`config.mk`:
```
export PLATFORM = sky130hd
export DESIGN_NAME = out_port_arbiter
export DESIGN_NICKNAME = d
export VERILOG_FILES = /design/src/rtl/out_port_arbiter.sv
export SDC_FILE = /design/constraint.sdc
export NUM_CORES = 1
export LEC_CHECK = 0
export BUFFER_PORTS_ARGS = -buffer_cell sky130_fd_sc_hd__buf_2
export CELL_PAD_IN_SITES_DETAIL_PLACEMENT = 1
export CELL_PAD_IN_SITES_GLOBAL_PLACEMENT = 1
export CORE_UTILIZATION = 30
export DETAILED_ROUTE_END_ITERATION = 10
export PLACE_DENSITY = 0.85
export REMOVE_ABC_BUFFERS = 1
export SYNTH_ARGS = -nofsm -noshare
export SYNTH_HDL_FRONTEND = slang
export SYNTH_SLANG_ARGS = --single-unit
```
`constraint.sdc`:
```
create_clock -name clk -period 3.8 [get_ports clk]
set_clock_uncertainty 0.1 [all_clocks]
set_input_delay 0.38 -clock clk [delete_from_list [all_inputs] [get_ports clk]]
set_output_delay 0.38 -clock clk [all_outputs]
set_load 0.02 [all_outputs]
```
`src/rtl/out_port_arbiter.sv`:
```
// Round-robin output-port arbiter: locks one input buffer onto the output link
// for a whole PKT_LEN-flit packet, then re-arbitrates after one idle cycle.
module out_port_arbiter #(
  parameter int N       = 4,
  parameter int W       = 8,
  parameter int PKT_LEN = 4
) (
  input  logic           clk,
  input  logic           rst,
  input  logic [N-1:0]   in_valid,
  input  logic [N*W-1:0] in_data,
  output logic [N-1:0]   in_rdy,
  output logic           out_valid,
  output logic [W-1:0]   out_data,
  input  logic           out_rdy,
  output logic [N-1:0]   grant,
  output logic           busy
);

  localparam int IW = (N > 1) ? $clog2(N) : 1;
  localparam int CW = $clog2(PKT_LEN + 1);

  typedef enum logic {IDLE, LOCK} state_t;

  state_t          state_q, state_d;
  logic [N-1:0]    grant_q, grant_d;
  logic [IW-1:0]   gidx_q, gidx_d;
  logic [IW-1:0]   last_q, last_d;
  logic [CW-1:0]   count_q, count_d;

  logic            sel_found;
  logic [IW-1:0]   sel_idx;
  logic [IW-1:0]   cand;
  logic            g_valid;
  logic            xfer;
  logic            last_flit;

  // Round-robin search starting just after the previously served input.
  // NOTE: every signal written in an always_comb gets a default first, so no
  // path through the block leaves it unassigned and no latch is inferred.
  always_comb begin
    sel_found = 1'b0;
    sel_idx   = '0;
    cand      = '0;
    for (int k = 1; k <= N; k++) begin
      cand = IW'((int'(last_q) + k) % N);
      if (!sel_found && in_valid[cand]) begin
        sel_found = 1'b1;
        sel_idx   = cand;
      end
    end
  end

  // Grant is one-hot (or zero), so an OR of the masked slices is the mux.
  always_comb begin
    out_data = '0;
    for (int i = 0; i < N; i++) begin
      if (grant_q[i]) out_data = out_data | in_data[i*W +: W];
    end
  end

  assign g_valid   = |(grant_q & in_valid);
  assign xfer      = (state_q == LOCK) && g_valid && out_rdy;
  assign last_flit = (count_q == CW'(PKT_LEN - 1));

  // Reset cuts the handshake at once so an aborted packet loses no extra flit.
  assign in_rdy    = rst ? '0 : (grant_q & {N{out_rdy}});
  assign out_valid = !rst && g_valid;
  assign grant     = grant_q;
  assign busy      = (state_q == LOCK);

  always_comb begin
    state_d = state_q;
    grant_d = grant_q;
    gidx_d  = gidx_q;
    last_d  = last_q;
    count_d = count_q;
    case (state_q)
      IDLE: begin
        if (sel_found) begin
          state_d          = LOCK;
          grant_d          = '0;
          grant_d[sel_idx] = 1'b1;
          gidx_d           = sel_idx;
          count_d          = '0;
        end
      end
      LOCK: begin
        if (xfer) begin
          if (last_flit) begin
            state_d = IDLE;
            grant_d = '0;
            last_d  = gidx_q;
            count_d = '0;
          end else begin
            count_d = count_q + CW'(1);
          end
        end
      end
      default: state_d = IDLE;
    endcase
  end

  // NOTE: sequential state uses non-blocking assignments so every flop samples
  // the pre-edge values, independent of statement order.
  always_ff @(posedge clk) begin
    if (rst) begin
      state_q <= IDLE;
      grant_q <= '0;
      gidx_q  <= '0;
      last_q  <= IW'(N - 1);
      count_q <= '0;
    end else begin
      state_q <= state_d;
      grant_q <= grant_d;
      gidx_q  <= gidx_d;
      last_q  <= last_d;
      count_q <= count_d;
    end
  end

endmodule

```
==> results.py <==
metrics = {
    "run_status": {
        "status": "finished, final reports clean",
    },
    "grt": {
        "grt_max_degree": 16,
        "grt_overflow": 0,
        "grt_usage": 0.188,
        "grt_pass1_wl_um": 4620,
        "antenna_found_initial": 0,
        "grt_pass1_vias": 1019,
    },
    "floorplan": {
        "num_rows": 18,
        "initial_core_util": 0.329,
        "die_y_um": 55.3,
        "ios": 57,
        "die_w_um": 55.3,
        "core_area_um2": 2590,
        "die_area_um2": 3060,
    },
    "route": {
        "drcViolationCount": 0,
        "first_pass_iters": 4,
        "drt_wl_total_um": 2680,
        "ant_nets": 0,
        "vias": 998,
        "wl_per_cell_um": 14.6,
        "drtIter0Drc": 59,
        "viasPerCell": 5.45,
    },
    "clocking": {
        "cts_root_buf": "clkbuf_4",
        "numCtsBuffers": 3,
        "cts_setup_buffers": 0,
        "cts.sinks": 12,
        "cts_max_path_buffers": 2,
        "cts_resized": 0,
        "clk_latency_ps": 290,
        "cts_max_level": 1,
        "cts_tree": "done",
        "clk_pin_slew_ps": 70,
        "holdBufCountCts": 0,
    },
    "critical_path": {
        "ff2ff_path_depth": 4,
        "critPathLaunchType": "flip-flop",
        "rr_startpoint": "grant[1]",
        "cp_max_fo": 12,
        "r2r_slack_ps": 2000,
        "slowest_delay_ps": 460,
        "crit_required_ps": 3320,
        "critPathKind": "flip-flop to output pin",
        "critPathArrivalTime_ps": 1500,
        "crit_chain": "a22oi_1 > a21oi_1 > buf_2",
        "critPathSlowestCell": "a22oi_1",
        "reg2reg_to": "grant[2]",
        "cp-end-kind": "output pin",
    },
    "place": {
        "gp_congestion": 0.823,
        "port-buffer-count": 56,
        "post-place-cells": 180,
        "dp_hpwl_um": 2150,
        "dpl_cell_area_um2": 1130,
    },
    "finish": {
        "multi_input_area_um2": 571,
        "n_antenna_cell": 0,
        "fill_cells": 349,
        "stdcell_area_um2": 1150,
        "drive_above_1_share": 0.438,
        "fin_nets": 195,
        "seqCellArea_um2": 240,
        "fin_cells": 183,
        "synthToLayoutAreaGrowth_pct": 35.3,
    },
    "timing": {
        "min_period_ps": 1980,
        "rsz0062_at_grt": "no",
        "slew_headroom": 0.668,
        "tns_ps": 0,
        "timing.final.crit_share": 0.520,
        "hold_viol": 0,
        "finalSetupViolations": 0,
        "fmax_ghz": 0.506,
        "whs_ps": 339,
        "worst_pin_slew_ps": 495,
        "final-max-slew-violation-count": 0,
    },
    "logic_synthesis": {
        "ys_types": 35,
        "seq_area_frac_synth": 0.282,
        "yosys.area.top_type": "dfxtp_1",
        "synthCells": 99,
        "synth_ff_type": "dfxtp_1",
        "ys_warn_count": 0,
        "yosysMostFrequentCell": "a22oi_1",
        "ys_async_sr_fraction": 0,
        "synth_area_leaders": "dfxtp_1, a22oi_1, nand2_1, clkbuf_8, nor2_1",
        "synth_area_um2": 853,
        "synth_top_area_share": 0.282,
        "synth_area_per_cell_um2": 8.62,
        "ys_ff_latch": 12,
        "synth_commonest_cells": "a22oi_1, dfxtp_1, nand2_1",
        "synth_edf_count": 0,
    },
    "flow_run": {
        "drv_cap": 0,
    },
    "power_and_ir_drop": {
        "clock_power_share": 0.261,
        "p_leak_uw": 0.000559,
        "cellPowerDensity_nw_per_um2": 277,
        "power_frac_seq": 0.442,
        "peakVddDrop_uv": 197,
        "internal_power_uw": 209,
        "switching_share": 0.346,
        "switchingPower_uw": 111,
        "p_comb_frac": 0.297,
    },
    "min_path": {
        "min_from": "rst",
        "hold_class": "input port to flip-flop",
        "holdPathStages": 2,
        "whs_endpoint": "count_q[0]",
    },
}
## how the worst max path moves through the flow
stage               slack [ps]   endpoint  cells after the start      from
detailed placement        2000   grant[2]                      4  grant[1]
CTS                       1780  out_valid                      3  grant[0]
global placement          2030   grant[2]                      4  grant[1]
global route              1730  out_valid                      3  grant[1]
finish                    1820  out_valid                      3  grant[0]
floorplan                 2110  out_valid                      2  grant[1]
## power groups by stage
stage	Clock [uW]	Combinational, uW	Sequential [uW]
after detailed placement	0	95.4	144
final	83.6	94.9	142
after global routing	91.3	104	143
after floorplan	0	47.7	145
after CTS	87.9	95.9	142
after global placement	0	92.4	144
## flip-flops by register name (all words and copies together) (netlist names)
name,flops
grant,4
gidx_q,2
busy,1
count_q,3
last_q,2
## routing by layer
layer / track usage / vias to the layer above / wire length [um]
li1: - / 479 / -
met1: 0.216 / 462 / 1080
met2: 0.315 / 50 / 1300
met3: 0.0585 / 7 / 238
met4: 0.0893 / 0 / 61
met5: 0 / - / 0
## critical path: cells and delay by family (launching register included)
kind | cells | cell delay [ps]
DFF | 1 | 450
buffers and inverters | 1 | 180
AOI/OAI and AO/OA | 2 | 580
## cells in the final DEF, fill, tap and decap left out, drive strengths merged
cell type  synthesis  final
buf                0     56
a22oi             18     18
dfxtp             12     12
nand2             11     11
nor2               8      8
a21oi              5      5
and2               4      4
nand2b             4      4
o21ai              4      4
o2bb2ai            3      3
clkbuf             5      3
nor3               3      3
nand3b             2      2
mux2               2      2
a211oi             2      2
nor2b              1      1
nor4               1      1
a21o               1      1
or2b               1      1
a31oi              1      1
a21boi             1      1
mux2i              1      1
o22a               1      1
o21a               1      1
inv                1      1
o22ai              1      1
and3b              1      1
a2bb2o             1      1
or4                1      1
o21ba              1      1
ha                 1      1
## logic make-up (layout without fill, tap and decap cells)
kind of cell | Yosys count | after routing | synth area share
flops | 12 | 12 | 0.282
simple gates | 37 | 37 | 0.248
buf+inv | 6 | 60 | 0.0499
fa+ha+maj | 1 | 1 | 0.0147
compound gates | 40 | 40 | 0.368
mux | 3 | 3 | 0.0381
## final cells by class
cell class,instances,area share
Inverter,1,0.00325
Clock buffer,3,0.0195
Sequential cell,12,0.208
Tap cell,30,0.0325
Multi-Input combinational cell,81,0.494
Timing Repair Buffer,56,0.243
## through the flow
| stage | setup slack, ps | total power, uW | util |
|---|---|---|---|
| floorplan | 2110 | 193 | - |
| global placement | 2030 | 237 | 0.437 |
| detailed placement | 2000 | 240 | 0.437 |
| CTS | 1780 | 326 | 0.446 |
| global route | 1730 | 339 | 0.446 |
| finish | 1820 | 320 | 0.446 |
No activity file was read; power rests on OpenSTA's default activity.
